`src/rtl/proc_pkg.sv`:
```
// Shared encodings for the multicycle processor control path:
// opcodes, time-slot values and instruction-word field positions.
package proc_pkg;

    typedef enum logic [1:0] {
        T0 = 2'd0,
        T1 = 2'd1,
        T2 = 2'd2,
        T3 = 2'd3
    } tstep_e;

    localparam logic [2:0] OP_MV  = 3'b000;
    localparam logic [2:0] OP_MVI = 3'b001;
    localparam logic [2:0] OP_ADD = 3'b010;
    localparam logic [2:0] OP_SUB = 3'b011;

    // Instruction word layout: III XXX YYY
    localparam int IR_OP_HI = 8;
    localparam int IR_OP_LO = 6;
    localparam int IR_X_HI  = 5;
    localparam int IR_X_LO  = 3;
    localparam int IR_Y_HI  = 2;
    localparam int IR_Y_LO  = 0;

endpackage

```
`src/rtl/dec3to8.sv`:
```
// 3-to-8 one-hot decoder with enable; all outputs low when disabled.
module dec3to8 (
    input  logic       en,
    input  logic [2:0] w,
    output logic [7:0] y
);

    always_comb begin
        y = '0;
        if (en) y[w] = 1'b1;
    end

endmodule

```
`src/rtl/proc_control.sv`:
```
// Control unit for the multicycle datapath: steps T0..T3 and drives
// register load enables, bus-source selects and the add/sub mode from IR.
module proc_control
    import proc_pkg::*;
(
    input  logic       Clock,
    input  logic       Resetn,
    input  logic       Run,
    input  logic [8:0] IR,
    output logic       IRin,
    output logic [7:0] Rin,
    output logic [7:0] Rout,
    output logic       Ain,
    output logic       Gin,
    output logic       Gout,
    output logic       DINout,
    output logic       AddSub,
    output logic       Done
);

    tstep_e     tstep_q, tstep_d;
    logic [2:0] op, rx, ry, rout_sel;
    logic       rin_en, rout_en, is_arith;

    assign op       = IR[IR_OP_HI:IR_OP_LO];
    assign rx       = IR[IR_X_HI:IR_X_LO];
    assign ry       = IR[IR_Y_HI:IR_Y_LO];
    assign is_arith = (op == OP_ADD) || (op == OP_SUB);

    always_ff @(posedge Clock or negedge Resetn) begin
        if (!Resetn) tstep_q <= T0;
        else         tstep_q <= tstep_d;
    end

    always_comb begin
        tstep_d  = T0;
        IRin     = 1'b0;
        Ain      = 1'b0;
        Gin      = 1'b0;
        Gout     = 1'b0;
        DINout   = 1'b0;
        AddSub   = 1'b0;
        Done     = 1'b0;
        rin_en   = 1'b0;
        rout_en  = 1'b0;
        rout_sel = ry;
        case (tstep_q)
            T0: begin
                IRin    = Run;
                tstep_d = Run ? T1 : T0;
            end
            T1: begin
                case (op)
                    OP_MV: begin
                        rout_en = 1'b1;
                        rin_en  = 1'b1;
                        Done    = 1'b1;
                    end
                    OP_MVI: begin
                        DINout = 1'b1;
                        rin_en = 1'b1;
                        Done   = 1'b1;
                    end
                    OP_ADD, OP_SUB: begin
                        rout_en  = 1'b1;
                        rout_sel = rx;
                        Ain      = 1'b1;
                        tstep_d  = T2;
                    end
                    default: Done = 1'b1;  // reserved opcodes retire as NOP
                endcase
            end
            T2: begin
                // Only arithmetic reaches T2; anything else falls back to T0 quietly.
                if (is_arith) begin
                    rout_en = 1'b1;
                    Gin     = 1'b1;
                    AddSub  = (op == OP_SUB);
                    tstep_d = T3;
                end
            end
            T3: begin
                Gout   = 1'b1;
                rin_en = 1'b1;
                Done   = 1'b1;
            end
            default: tstep_d = T0;
        endcase
    end

    dec3to8 u_dec_x (.en(rin_en),  .w(rx),       .y(Rin));
    dec3to8 u_dec_y (.en(rout_en), .w(rout_sel), .y(Rout));

endmodule

```
`config.mk`:
```
export PLATFORM = sky130hd
export DESIGN_NAME = proc_control
export DESIGN_NICKNAME = d
export VERILOG_FILES = /design/src/rtl/proc_pkg.sv /design/src/rtl/dec3to8.sv /design/src/rtl/proc_control.sv
export SDC_FILE = /design/constraint.sdc
export NUM_CORES = 1
export LEC_CHECK = 0
export ABC_AREA = 1
export CAP_MARGIN = 0
export CORE_MARGIN = 3
export CORE_UTILIZATION = 32
export CTS_CLUSTER_DIAMETER = 100
export CTS_CLUSTER_SIZE = 20
export DETAILED_ROUTE_END_ITERATION = 10
export GPL_ROUTABILITY_DRIVEN = 0
export GPL_TIMING_DRIVEN = 0
export HOLD_SLACK_MARGIN = 0.15
export PLACE_DENSITY = 0.88
export SYNTH_ARGS = -nofsm -noshare
export SYNTH_HDL_FRONTEND = slang
export SYNTH_SLANG_ARGS = --single-unit
```
`constraint.sdc`:
```
create_clock -name Clock -period 1.8 [get_ports Clock]
set_input_delay 0.27 -clock Clock [delete_from_list [all_inputs] [get_ports Clock]]
set_output_delay 0.27 -clock Clock [all_outputs]
set_load 0.02 [all_outputs]
```
Yosys cells after proc, flatten, opt, wreduce, memory -nomap -nowiden
Cells that the tools add are included.
{ "totals": {"reg_bits": 2, "wordCells": 47, "output_inout_bits": 23, "input_bits": 12} }
{ "op_classes": {"muxes": 28, "n_lt_le_gt_ge": 4, "n_reduce_logical": 8, "n_eq_ne": 6} }
{ "ops": {"columns": ["cell", "count"], "rows": [
  ["1-bit two-way mux", 16],
  ["8-bit two-way mux", 2],
  ["3-bit by 4-bit < comparator with 1-bit output (second input constant)", 2],
  ["1-bit demux with 3-bit select", 2],
  ["3-bit by 2-bit == test with 1-bit output (second input constant)", 2],
  ["3-bit by 1-bit greater-or-equal comparator with 1-bit output (second input constant)", 2],
  ["3-bit two-way mux", 2],
  ["1-bit one-hot mux with 2 select lines", 3],
  ["2-bit one-hot mux with 3 select lines", 1],
  ["2-bit == test (second input constant)", 2],
  ["2-bit two-way mux", 2],
  ["2-bit OR reduction", 2],
  ["3-bit by 1-bit == test with 1-bit output (second input constant)", 1],
  ["3-bit zero test", 1],
  ["3-bit OR reduction", 1],
  ["2-bit by 1-bit == test with 1-bit output (second input constant)", 1],
  ["1-bit logical AND", 2],
  ["2-bit zero test", 1],
  ["1-bit logical OR", 1]
]} }

Logic depth before layout (Yosys ltp)
Gate-level depths: netlist (run 1).
{ "logic_depth": {"ltp_word": 9, "ltp_mapped": 9} }

By module
Synthesis (run 1) repeated with hierarchy kept, for this count alone.
{ "unflattened": {"hier_cells": 77, "area_unflattened_um2": 387.9} }
{ "modules_own_cells": {"columns": ["module", "seq_area_each_um2", "cells_per_inst", "area_each_um2", "instances"], "rows": [
  ["proc_control", 50.0, 43, 260.2, 1],
  ["dec3to8", 0.0, 17, 63.8, 2]
]} }

Worst setup path after synthesis (run 1)
Ideal clock, no wire load.
{ "synth_timing": {"kind": "flip-flop to output port", "from": "register tstep_q[1]", "to": "output port Rout[0]", "t_required_ns": 1.530, "t_arrival_ns": 1.408, "path_slack_ns": 0.122, "path_stages_with_launch": 10, "path_cell_list": "dfrtp_1 > inv_1 > ha_1 > buf_4 > inv_2 > nor2_1 > nand2_2 > nand2_4 > nand3_2 > nor2_1"} }
{ "synth_between": {"elab_chain_len": 7, "word_cells_on_any_way": 10, "classes_between": "order compare (2); eq/ne (2); mux (5); reduce/logical (1)"} }
{ "synth_rtl": {"columns": ["element", "line", "text"], "rows": [
  ["start, declared", "proc_control.sv:21", "tstep_e tstep_q, tstep_d;"],
  ["start signal, assigned", "proc_control.sv:32", "else tstep_q <= tstep_d;"],
  ["2-bit by 1-bit == test with 1-bit output", "proc_control.sv:47", "case (tstep_q)"],
  ["3-bit two-way mux", "proc_control.sv:47", null],
  ["3-bit by 4-bit < comparator with 1-bit output (not written as such) or 3-bit by 1-bit greater-or-equal comparator with 1-bit output (tied branches)", "dec3to8.sv:10", "if (en) y[w] = 1'b1;"],
  ["1-bit logical AND (not written as such)", "dec3to8.sv:10", null],
  ["1-bit two-way mux (not written as such)", "dec3to8.sv:10", null],
  ["1-bit demux with 3-bit select", null, null],
  ["8-bit two-way mux *", "dec3to8.sv:10", null],
  ["end, declared", "proc_control.sv:12", "output logic [7:0] Rout,"]
]} }
Every way passes the cells marked *; elsewhere a longest branch is shown, timed or not.

Final worst setup path (run 1)
{ "layout_timing": {"from": "input port IR[3]", "to": "output port Rout[6]"} }
{ "layout_between": {"elab_chain_len": 7, "word_cells_on_any_way": 8, "classes_between": "order compare (2); mux (5); reduce/logical (1)"} }
{ "layout_rtl": {"columns": ["element", "line", "text"], "rows": [
  ["start, declared", "proc_control.sv:9", "input logic [8:0] IR,"],
  ["3-bit two-way mux *", "proc_control.sv:53", "case (op)"],
  ["3-bit two-way mux *", "proc_control.sv:47", null],
  ["3-bit by 4-bit < comparator with 1-bit output (not written as such) or 3-bit by 1-bit greater-or-equal comparator with 1-bit output (tied branches)", "dec3to8.sv:10", null],
  ["1-bit logical AND (not written as such)", "dec3to8.sv:10", null],
  ["1-bit two-way mux (not written as such)", "dec3to8.sv:10", null],
  ["1-bit demux with 3-bit select *", null, null],
  ["8-bit two-way mux *", "dec3to8.sv:10", null]
]} }
Marks and branches as above.

==> flow_summary.ini, run 1 <==
[detailed_routing]
wl_per_cell_um = 14.8
vias = 664
drt_iter0_drc = 6
antenna_left = 0
firstDrtPassIters = 2
post-route-drc-count = 0
drt_wl_total_mm = 2.00
vias_per_cell = 4.92

[placed_design]
port_buffers = 34
dp_hpwl_mm = 1.20

[worst_setup_path]
timing_worst_setup_path_type = in2out
crit_path_start_kind = input port
endpoint = Rout[6]
r2r-start = tstep_q[1]
cpMaxStageDelayCell = clkdlybuf4s50_1
end_kind = primary output
rr_endpoint = tstep_q[1]
cpPeakStageDelay_ns = 0.53
worstSetupStartpoint = IR[3]
worstPathArrival_ns = 1.64
crit_path_max_fanout = 4
critPathRequiredTime_ns = 1.53
crit_chain = clkdlybuf4s50_1 > inv_1 > nand4_1 > nand2_2 > nand3_4 > nor2_2 > buf_6
rr_worst_depth = 4
regToRegSetupSlack_ns = 0.68

[floorplanning]
die_h_um = 43.5
core-area_um2 = 1220
io_pins = 35
dieArea_um2 = 1890
initial_utilization = 0.370
dieWidth_um = 43.5
rows = 12

[synth]
synth_cell_types = 16
synth_top_area_frac = 0.208
ys_ff_latch = 2
ys_seq_area_frac = 0.111
syn_nets = 99
synth.largest_area_cell = nand2_1
netlist_top_cells_area = nand2_1 21%, nor2_1 16%, dfrtp_1 11%, ha_1 11%, inv_1 11%
synth.cell_area_um2 = 450
synth_cells = 83
syn-mean-instance-area_um2 = 5.43
yosys_warnings = 0

[sta]
setup_viol = 16
min_period_ns = 1.91
rsz0062_at_grt = yes
relSlewSlack = 0.804
fmax_mhz = 524
worst_slack_ns = -0.108
tightest_slew_ns = 0.292
hold_viol = 0
skew_ns = 0.00132
fin_crit_sh = 1.06
maxSlewViolCount = 0
tns_ns = -0.910

[clock_network]
cts_sinks = 2
cts-root-buf = clkbuf_4
cts_inserted_buffers = 3
cts_tree = done
clkTransAtPathRegs_ns = 0.03
cts.path.max_buffers = 2
clkLatencyLatePin_ns = 0.22
cts_htree_levels = 1

[layout]
antenna_cells = 0
largest_registers = tstep_q: 2 flops
drive_gt1_frac = 0.488
nFillCells = 77
synthToLayoutAreaGrowth_pct = 125
largest_reg_flops = 2
regMostFlops = tstep_q
finalNetCount = 139

[pwr]
power.density_nw_per_um2 = 366
ir_drop_mv = 0.235
power_leakage_uw = 0.000508
p_total_uw = 372

[flow_run]
cap_violations = 0

[hold_path]
hold_class = in2async

[global_route]
grt_max_degree = 10
antenna_found_initial = 0
grt_pass1_wl_mm = 2.59
track_usage = 0.176
first_global_vias = 667
grt.overflow.total = 0

[run_status]
violations = negative setup slack
status = finished, violations left
-- cells in the mapped netlist --
cell type,count
nand2_1,25
inv_2,3
buf_4,1
nand2_2,1
nand4_1,2
a21oi_1,2
nor2_1,19
nand3_2,3
nor2_4,1
inv_1,13
o21ai_0,1
o21ai_1,1
nand2_4,2
dfrtp_1,2
ha_1,4
nand3_1,3
-- area by class of cell --
| class | count | area [um2] | share of cell area |
|---|---|---|---|
| multi-input combinational | 64 | 510 | 0.503 |
| timing repair buffer | 36 | 352 | 0.346 |
| inverter | 16 | 62.6 | 0.0617 |
| sequential | 2 | 50.0 | 0.0493 |
| clock buffer | 3 | 22.5 | 0.0222 |
| tap | 14 | 17.5 | 0.0173 |
-- through the flow --
| step | cells | util | area (um2) | setup slack (ns) | hold WS [ns] |
|---|---|---|---|---|---|
| global placement | 131 | 0.665 | 808 | -0.514 | 0.443 |
| floorplan | 83 | - | 450 | 0.122 | -0.0256 |
| detailed placement | 131 | 0.665 | 808 | -0.575 | 0.446 |
| CTS | 136 | 0.726 | 883 | -0.0719 | 0.214 |
| global route | 135 | 0.834 | 1010 | -0.184 | 0.219 |
| finish | 135 | 0.834 | 1010 | -0.108 | 0.216 |
-- cell families after synthesis --
logic type      Yosys count  synth area share
compound gates            4            0.0444
fa+ha+maj                 4             0.111
buf+inv                  17             0.150
flops                     2             0.111
simple gates             56             0.583
-- placed cells by master, fill, tap and decap left out --
master and instances:
inv_1 11, inv_4 1, nor2_1 3, a21oi_1 2, nor2_4 11, buf_6 13
clkdlybuf4s50_1 9, nand3_4 3, nand3_1 3, nand2_8 1, o21ai_4 1, buf_4 6
dlygate4sd1_1 1, nor2_2 6, nand2_2 5, nand2_4 4, ha_1 3, dfrtp_1 2
clkbuf_4 3, nand2_1 18, o21ai_0 1, dlygate4sd2_1 7, ha_4 1, nand4_1 2
inv_2 4
-- per-layer routing --
metal / vias up / wire (um) / global-route usage / share of wire
met1: 315 / 658 / 0.167 / 0.33
met4: 0 / 19 / 0.0904 / 0.0095
met3: 2 / 74 / 0.0332 / 0.037
met5: - / 0 / 0 / 0
met2: 18 / 1250 / 0.348 / 0.62
li1: 329 / - / - / -
-- how the worst min path moves through the flow --
| stage | start | endpoint | cells after the start |
|---|---|---|---|
| after floorplan | Resetn | tstep_q[0] | 0 |
| after global placement | Resetn | tstep_q[0] | 1 |
| after detailed placement | Resetn | tstep_q[0] | 1 |
| after CTS | Resetn | tstep_q[0] | 1 |
| after global routing | Resetn | tstep_q[1] | 1 |
| final | Resetn | tstep_q[0] | 1 |
-- what timing repair did --
action | in CTS | in global routing
hold buffers | 0 | 0
setup buffers | 2 | 0
setup endpoints to repair | 22 | 19
pin swaps | 13 | 10
gates resized for setup | 114 | 42
endpoints found under the hold margin | 0 | 0
cloned | 0 | 0
-- worst max-delay path, delay by kind of cell --
family / cells / cell delay, ns
buffers and inverters: 3 / 0.84
and+or+nand+nor: 4 / 0.53
-- power by group --
group / switching [uW] / internal [uW]
registers: 5.73 / 49.7
logic: 135 / 82.5
clock network: 25.5 / 73.7
total: 166 / 206
Note: power is estimated with default switching activity, not from simulation.
==> inputs of run 2 (changes only) <==
--- a/config.mk
+++ b/config.mk
@@ -7,15 +7,15 @@
 export LEC_CHECK = 0
 export ABC_AREA = 1
 export CAP_MARGIN = 0
-export CORE_MARGIN = 3
-export CORE_UTILIZATION = 32
+export CORE_AREA = 3 3 40 42
 export CTS_CLUSTER_DIAMETER = 100
 export CTS_CLUSTER_SIZE = 20
 export DETAILED_ROUTE_END_ITERATION = 10
+export DIE_AREA = 0 0 43 45
 export GPL_ROUTABILITY_DRIVEN = 0
 export GPL_TIMING_DRIVEN = 0
 export HOLD_SLACK_MARGIN = 0.15
-export PLACE_DENSITY = 0.88
+export PLACE_DENSITY = 0.91
 export SYNTH_ARGS = -nofsm -noshare
 export SYNTH_HDL_FRONTEND = slang
 export SYNTH_SLANG_ARGS = --single-unit
==> constraint.sdc (replaced) <==
create_clock -name Clock -period 2.45 [get_ports Clock]
set_input_delay 0.3675 -clock Clock [delete_from_list [all_inputs] [get_ports Clock]]
set_output_delay 0.3675 -clock Clock [all_outputs]
set_load 0.005 [all_outputs]
==> run 2 against run 1 <==
Effect of this change: the flow now finishes without violations; sequential power is 29% lower; utilization shrank 12 points; sequential share of layout area rose by 0.50 points; clock skew rose by 0.0060 ns; register-to-register slack improved by 0.64 ns; critical path depth rose by 3; cell area shrank 9.1%; worst setup slack better by 0.14 ns; critical endpoint is now Rout[0]; largest power group unchanged.
==> flow_summary.ini, run 2 (synthesis results as in run 1) <==
[floorplanning]
core-area_um2 = 1280
io_pins = 35
initial_utilization = 0.351
dieWidth_um = 43
dieArea_um2 = 1940
rows = 13
die_h_um = 45

[worst_setup_path]
cpPeakStageDelay_ns = 0.52
worstPathArrival_ns = 2.05
worstPathBufferInverterCount = 4
critPathRequiredTime_ns = 2.08
end_kind = primary output
path_delay_family = buffers and inverters
crit_path_max_fanout = 7
crit_chain = inv_2 > ha_1 > buf_6 > inv_2 > nor2_4 > nand2_2 > nand2_4 > nand3_4 > nor2_1 > clkdlybuf4s50_1
crit_top_cell = inv_2
timing_worst_setup_path_type = reg2out
cpMaxStageDelayCell = clkdlybuf4s50_1
crit_path_start_kind = register

[placed_design]
dpl_worst_slack_ns = 0.0173
placed_cells = 132
place_area_um2 = 810
port_buffers = 34
dp_hpwl_mm = 1.19

[global_route]
grt_max_degree = 10
track_usage = 0.176
grt_pass1_wl_mm = 2.59
grt.overflow.total = 0
met3_usage = 0.0199
first_global_vias = 650
use_met2 = 0.317
globalRouteMet1Util = 0.186
antenna_found_initial = 0
busiest_layer = met2

[sta]
skew_ns = 0.00733
maxSlewViolCount = 0
min_period_ns = 2.42
hold_viol = 0
setup_viol = 0
fmax_mhz = 414
worst_slack_ns = 0.0347
tightest_slew_ns = 0.298
fin_crit_sh = 0.986
relSlewSlack = 0.801

[pwr]
p_total_uw = 252
swShare = 0.393
ir_drop_mv = 0.188
power.density_nw_per_um2 = 273
clkPwrFrac = 0.310
p_sw_uw = 99.0
seqPwrFrac = 0.157
power_leakage_uw = 0.000560
comb_power_share = 0.534
intPower_uw = 153

[detailed_routing]
firstDrtPassIters = 6
vias = 678
vias_per_cell = 4.91
antenna_left = 0
post-route-drc-count = 0
drt_iter0_drc = 19
drt_wl_total_mm = 1.72
wl_per_cell_um = 12.4

[run_status]
status = finished, final reports clean

[clock_network]
cts.path.max_buffers = 2
cts_tree = done
clkTransAtPathRegs_ns = 0.03
cts.hold.buffers_added = 0
cts_sinks = 2
cts-root-buf = clkbuf_4
clkLatencyLatePin_ns = 0.24
cts_inserted_buffers = 3
cts_htree_levels = 1

[layout]
largest_reg_flops = 2
stdcell_count = 138
final_cell_mix = 26 x clkdlybuf4s50_1, 25 x nand2_1, 15 x nor2_1
postLayoutCellArea_um2 = 922
multi_input_area_um2 = 384
drive_gt1_frac = 0.187
largest_registers = tstep_q: 2 flops
synthToLayoutAreaGrowth_pct = 105
nFillCells = 118
regMostFlops = tstep_q
finalNetCount = 141
final_common_cell = clkdlybuf4s50_1
antenna_cells = 0
ff_latch_area_um2 = 50.0

[flow_run]
cap_violations = 0

[hold_path]
hold_class = in2async
run 2: metrics by stage:
step	hold slack [ns]	utilization	TNS (ns)
floorplan	0.0719	-	0
global placement	0.536	0.630	0
detailed placement	0.548	0.630	0
CTS	0.298	0.652	0
global route	0.320	0.718	-0.168
finish	0.304	0.718	0
run 2: what timing repair did:
action / CTS / global route
endpoints found under the setup margin: 12 / 16
resized for setup: 2 / 17
buffers inserted: 0 / 2
pin swaps: 0 / 3
hold endpoints to repair: 0 / 0
cloned: 0 / 1
run 2: power groups by stage:
stage / clock, uW / combinational, uW / sequential [uW]
after global routing: 79.1 / 146 / 39.7
after CTS: 79.4 / 112 / 39.4
after floorplan: 0 / 58.3 / 39.0
after detailed placement: 0 / 110 / 39.8
after global placement: 0 / 105 / 39.3
final: 78.0 / 134 / 39.5
run 2: worst paths after layout:
kind	startpoint	to	slack, ns	cells after the start
max in group asynchronous	Resetn	tstep_q[1]	2.01	1
worst min register to register	tstep_q[0]	tstep_q[0]	0.71	2
worst min-delay path	Resetn	tstep_q[0]	0.30	1
worst max register to register	tstep_q[1]	tstep_q[1]	1.32	5
min in group Clock	IR[7]	tstep_q[1]	0.62	3
worst max-delay path	tstep_q[1]	Rout[0]	0.03	10
run 2: routing by layer:
layer / up-vias / share of wire
met4: 0 / 0.021
met1: 311 / 0.34
met2: 31 / 0.56
met5: - / 0
met3: 4 / 0.072
li1: 332 / -
run 2: cell type report:
cell class                 instances  area share
tap                               15      0.0204
timing repair buffer              36       0.407
multi-input combinational         65       0.417
buffer                             1      0.0122
clock buffer                       3      0.0244
inverter                          16      0.0651
sequential                         2      0.0543
==> inputs of run 3 (changes only) <==
--- a/config.mk
+++ b/config.mk
@@ -8,6 +8,7 @@
 export ABC_AREA = 1
 export CAP_MARGIN = 0
 export CORE_AREA = 3 3 40 42
+export CTS_BUF_LIST = sky130_fd_sc_hd__clkbuf_2 sky130_fd_sc_hd__clkbuf_4 sky130_fd_sc_hd__clkbuf_8
 export CTS_CLUSTER_DIAMETER = 100
 export CTS_CLUSTER_SIZE = 20
 export DETAILED_ROUTE_END_ITERATION = 10
==> results of run 3 <==
Final layout, timing and power as in run 2 (identical DEF).
